File: config.mk
export PLATFORM = sky130hd
export DESIGN_NAME = sea_byte_loader
export DESIGN_NICKNAME = d
export VERILOG_FILES = /design/src/rtl/sea_byte_loader.sv
export SDC_FILE = /design/constraint.sdc
export NUM_CORES = 1
export LEC_CHECK = 0
export ABC_AREA = 1
export CORE_ASPECT_RATIO = 1.25
export CORE_MARGIN = 8
export CORE_UTILIZATION = 40
export CTS_BUF_LIST = sky130_fd_sc_hd__clkbuf_16
export DETAILED_ROUTE_END_ITERATION = 10
export GPL_ROUTABILITY_DRIVEN = 1
export PLACE_DENSITY_LB_ADDON = 0.25
export SLEW_MARGIN = 5
export SYNTH_ARGS = -nofsm -noshare
export SYNTH_HDL_FRONTEND = slang
export SYNTH_SLANG_ARGS = --single-unit
File: constraint.sdc
create_clock -name clk -period 2 [get_ports clk]
set_input_delay 0.2 -clock clk [delete_from_list [all_inputs] [get_ports clk]]
set_output_delay 0.2 -clock clk [all_outputs]
set_load 0.03 [all_outputs]
File: src/rtl/sea_byte_loader.sv
// sea_byte_loader: byte-serial loader/unloader around the 96-bit SEA core.
// Collects 18 input bytes into li/ri/ki, pulses core_start, waits
// CORE_LATENCY cycles, captures {lio,rio} and streams it back out as 12 bytes.
module sea_byte_loader #(
  parameter int CORE_LATENCY = 92
) (
  input  logic        clk,
  input  logic        rst_n,
  input  logic        ena,
  input  logic [7:0]  in_data,
  input  logic        in_valid,
  output logic        in_ready,
  output logic [47:0] li,
  output logic [47:0] ri,
  output logic [47:0] ki,
  output logic        core_start,
  input  logic [47:0] lio,
  input  logic [47:0] rio,
  output logic [7:0]  out_data,
  output logic        out_valid,
  input  logic        out_ready,
  output logic        busy
);

  localparam int LW = $clog2(CORE_LATENCY + 1);

  typedef enum logic [1:0] {S_LOAD, S_RUN, S_UNLOAD} state_t;

  state_t        r_state, w_nxt;
  logic [4:0]    r_cnt;
  logic [LW-1:0] r_lat;
  logic          r_pend;    // start pulse owed to the core (first RUN cycle)
  logic [95:0]   r_res;
  logic          r_busy;
  logic          w_in_xfer, w_out_xfer, w_cap;

  // Handshake decodes; in_ready is forced low while reset is held.
  assign in_ready   = ena && rst_n && (r_state == S_LOAD);
  assign out_valid  = ena && (r_state == S_UNLOAD);
  assign w_in_xfer  = in_valid && in_ready;
  assign w_out_xfer = out_valid && out_ready;
  assign w_cap      = ena && (r_state == S_RUN) && !r_pend && (r_lat == LW'(1));

  // A pending start is held across ena=0 and emitted once ena returns.
  assign core_start = ena && r_pend && (r_state == S_RUN);
  assign out_data   = r_res[95:88];
  assign busy       = r_busy;

  // State register; frozen while ena is low.
  always_ff @(posedge clk or negedge rst_n) begin
    if (!rst_n)   r_state <= S_LOAD;
    else if (ena) r_state <= w_nxt;
  end

  // Next-state decode.
  always_comb begin
    w_nxt = r_state;
    case (r_state)
      S_LOAD:   if (w_in_xfer && r_cnt == 5'd17)  w_nxt = S_RUN;
      S_RUN:    if (w_cap)                        w_nxt = S_UNLOAD;
      S_UNLOAD: if (w_out_xfer && r_cnt == 5'd11) w_nxt = S_LOAD;
      default:                                    w_nxt = S_LOAD;
    endcase
  end

  // Datapath: byte assembly, latency countdown, result capture and shift-out.
  always_ff @(posedge clk or negedge rst_n) begin
    if (!rst_n) begin
      r_cnt  <= '0;
      r_lat  <= '0;
      r_pend <= 1'b0;
      r_res  <= '0;
      r_busy <= 1'b0;
      li     <= '0;
      ri     <= '0;
      ki     <= '0;
    end else if (ena) begin
      r_busy <= (w_nxt != S_LOAD);
      case (r_state)
        S_LOAD: if (w_in_xfer) begin
          // MSB-first: shifting left places byte 0 of each field on top.
          if (r_cnt < 5'd6)       li <= {li[39:0], in_data};
          else if (r_cnt < 5'd12) ri <= {ri[39:0], in_data};
          else                    ki <= {ki[39:0], in_data};
          if (r_cnt == 5'd17) begin
            r_cnt  <= '0;
            r_pend <= 1'b1;
          end else begin
            r_cnt <= r_cnt + 5'd1;
          end
        end
        S_RUN: begin
          if (r_pend) begin
            r_pend <= 1'b0;
            r_lat  <= LW'(CORE_LATENCY);
          end else if (r_lat == LW'(1)) begin
            r_res <= {lio, rio};
          end else begin
            r_lat <= r_lat - LW'(1);
          end
        end
        S_UNLOAD: if (w_out_xfer) begin
          r_res <= {r_res[87:0], 8'h00};
          r_cnt <= (r_cnt == 5'd11) ? 5'd0 : r_cnt + 5'd1;
        end
        default: ;
      endcase
    end
  end

endmodule
==> results.json <==
{
  "clock_tree.root_cell": "clkbuf_16",
  "max_slew.worst_pin.slew_ns": 0.9152,
  "routed_wl_um": 32640,
  "timing.reg2reg.setup_slack_ns": 0.20,
  "grt_busiest_layer": "met2",
  "number_of_antenna_violations_at_the_first_check_in_global_routing": 4,
  "power-per-cell-area_nw_per_um2": 1222,
  "worstPathCellList": "clkdlybuf4s50_1",
  "cts_tree": "built",
  "yosysTopAreaCellShare_pct": 55.18,
  "detail_route.wl_per_cell_um": 15.62,
  "grt_pass1_vias": 10120,
  "hold_path.startpoint": "rio[7]",
  "place.gp.congestion": 0.8145,
  "final_min_period_over_clock_period_pct": 94.23,
  "fmax_mhz": 530.6,
  "final_layout_size_suffix_gt1_share_pct": 5.604,
  "start_util_pct": 40.75,
  "edff_count_synth": 0,
  "unrepaired_setup_endpoints_after_global_routing": "false",
  "grt_start_max_net_pins": 156,
  "static-leakage-power_nw": 8.065,
  "synth_area_leaders": "dfrtp_1 55%, nand2_1 23%, nand3_1 8.2%",
  "finalSetupTns_ns": 0,
  "post-dp-hpwl_um": 22430,
  "fill_cells": 2666,
  "areaGrowthSynthToFinish_pct": 34.65,
  "power_switching_mw": 7.100,
  "r2r_start": "r_lat[1]$_DFFE_PN0P_",
  "top_count_cell_post_synth": "nand2_1",
  "internal-power_mw": 12.00,
  "synth.yosys.seq_area_share_pct": 55.18,
  "setup.worst_path.end_class": "output port",
  "clock_skew_ns": 0.01334,
  "worstSetupEndpoint": "ki[1]",
  "grt_pass1_wl_um": 52790,
  "final_core_util_pct": 54.87,
  "postSynth.topFlopCell": "dfrtp_1",
  "ctsHtreeMaxLevel": 1,
  "finalHoldViolCount": 0,
  "critPathKind": "reg -> out",
  "netlist_area_um2": 11610,
  "clock_sinks": 256,
  "grtUsageMet3_pct": 3.382,
  "worst_r2r_end": "r_res[42]$_DFFE_PN0P_",
  "area_enclosed_by_the_die_boundary_um2": 34770,
  "clkPwrFrac_pct": 25.0,
  "worst-path-max-fanout": 3,
  "worst-path-stages": 1,
  "post-cts-setup-buffer-count": 0,
  "yosys_register_bits": 256,
  "viasPerCell": 4.889,
  "setup.worst_path.start": "ki[1]$_DFFE_PN0P_",
  "required_ns": 1.80,
  "slew-limit-headroom_pct": 38.98,
  "timing.critical_path.slowest_stage_cell": "clkdlybuf4s50_1",
  "cts_inserted_buffers": 27,
  "boundaryPins": 265,
  "core-area_um2": 28490,
  "power.total_mw": 19.10,
  "drcViolationCount": 0,
  "status": "complete, no violations",
  "route.vias.total": 10220,
  "reg2regPathDepth": 10,
  "grt_use_met2_pct": 30.68,
  "detail_route.iter0.violations": 881,
  "floorplan.die.width_um": 168.4,
  "clock_latency_ns": 0.53,
  "sw_frac_of_total_pct": 37.18,
  "synth_largest_area_cell": "dfrtp_1",
  "post_synth_num_cell_types": 25,
  "fp-row-count": 69,
  "numPortBuffers": 264,
  "synth.avg_cell_area_um2": 7.860,
  "warnings_from_yosys": 0,
  "hold_class": "in -> reg",
  "ys_async_sr_fraction_pct": 100.0,
  "setup_viol": 0,
  "max_cap_violations": 0,
  "report.final.slew_viol_count": 0,
  "die_h_um": 206.5,
  "crit_arrival_ns": 1.68,
  "drtPass1Iterations": 5,
  "syn_nets": 1590,
  "crit_buf_inv": 1,
  "critical_path.max_stage_delay_ns": 0.77,
  "post_synth_inst_count": 1477,
  "power.combinational.fraction_pct": 34.8,
  "min_delay_path_depth": 3,
  "antenna_violating_nets_post_route": 0,
  "top_cell_family_by_delay_on_the_critical_path": "buffers and inverters",
  "finalWorstPathRequiredPeriod_ns": 1.885,
  "worst_vdd_drop_mv": 0.8571,
  "cts.clk_slew.worst_paths_ns": 0.07,
  "synth.cells.most_frequent": "726 x nand2_1, 256 x dfrtp_1, 190 x nand3_1",
  "seqPwrFrac_pct": 40.2,
  "setup.worst_path.start_class": "register",
  "grt.met1_usage_pct": 24.12,
  "groute.usage.overall_pct": 18.43,
  "cts.path.max_buffers": 3,
  "finish.net_count": 1823,
  "overflow": 0
}
## per-stage QoR
stage	cells	hold WS [ns]	setup WS (ns)	area, um^2
2_1_floorplan	1477	-0.09559	0.1485	11610
3_3_place_gp	2035	0.3520	0.1527	14770
3_5_place_dp	2035	0.3504	0.1069	14770
4_1_cts	2086	0.2150	0.07248	15620
5_1_grt	2090	0.2380	0.01565	15630
6_report	2090	0.2313	0.1154	15630
## flip-flops by register name (all words and copies together), names as in the netlist
name / cells
r_res: 96
ki: 48
li: 48
ri: 48
r_lat: 7
r_cnt: 5
r_state: 2
busy: 1
r_pend: 1
## how the worst min path moves through the flow
stage	endpoint	slack [ns]
6_report	r_res[7]$_DFFE_PN0P_	0.23
4_1_cts	r_res[7]$_DFFE_PN0P_	0.22
3_5_place_dp	r_res[78]$_DFFE_PN0P_	0.35
3_3_place_gp	r_res[78]$_DFFE_PN0P_	0.35
5_1_grt	r_res[1]$_DFFE_PN0P_	0.24
2_1_floorplan	busy$_DFFE_PN0P_	-0.1
## final cells by class
class	instances	area, um^2	area share [%]
inverter	56	210.2	1.345
sequential	256	6406	40.98
timing repair buffer	303	3211	20.54
tap	355	444.2	2.841
clock buffer	27	675.6	4.322
clock inverter	23	158.9	1.016
multi-input combinational	1066	4517	28.89
antenna	4	10.01	0.06403
## cells in the final DEF, fill, tap and decap left out, types with 5 or more instances in the layout
cell             Yosys  final
nand2_1            726    725
clkdlybuf4s50_1      0    260
dfrtp_1            256    256
nand3_1            190    189
inv_1               51     54
nor2_1              42     42
o21ai_0             35     35
a21oi_1             31     31
clkbuf_16            0     27
buf_12               0     22
buf_4               17     19
nand4_1             14     14
o21ai_1             12     12
clkinv_1             0      9
inv_2                5      6
clkinv_2             0      5
## cell families after synthesis
| logic type | after synthesis | share of synthesized area (%) |
|---|---|---|
| DFF | 256 | 55.18 |
| AOI/OAI and AO/OA | 82 | 3.654 |
| xor gates and xnor gates | 1 | 0.07545 |
| and+or+nand+nor | 979 | 34.29 |
| adders and majority gates | 4 | 0.4311 |
| buffers and inverters | 155 | 6.369 |
## metal layers
layer | vias up | share of wire (%)
met5 | - | 0
met4 | 0 | 2.4
met3 | 43 | 5.6
met2 | 274 | 49
met1 | 4776 | 43
li1 | 5124 | -
## power by group through the flow
stage	clock, mW	sequential (mW)	combinational (mW)
floorplan	0	8.71	2.92
global placement	0	7.71	6.60
detailed placement	0	7.75	6.70
CTS	4.91	7.68	6.73
global route	5.11	7.88	7.31
finish	4.77	7.68	6.64
## repair_timing
action / in CTS / in global routing
hold buffers: 1 / 0
gates resized for setup: 0 / 1
endpoints found under the hold margin: 256 / 0
endpoints found under the setup margin: 0 / 4
(Power assumes the default switching activity.)
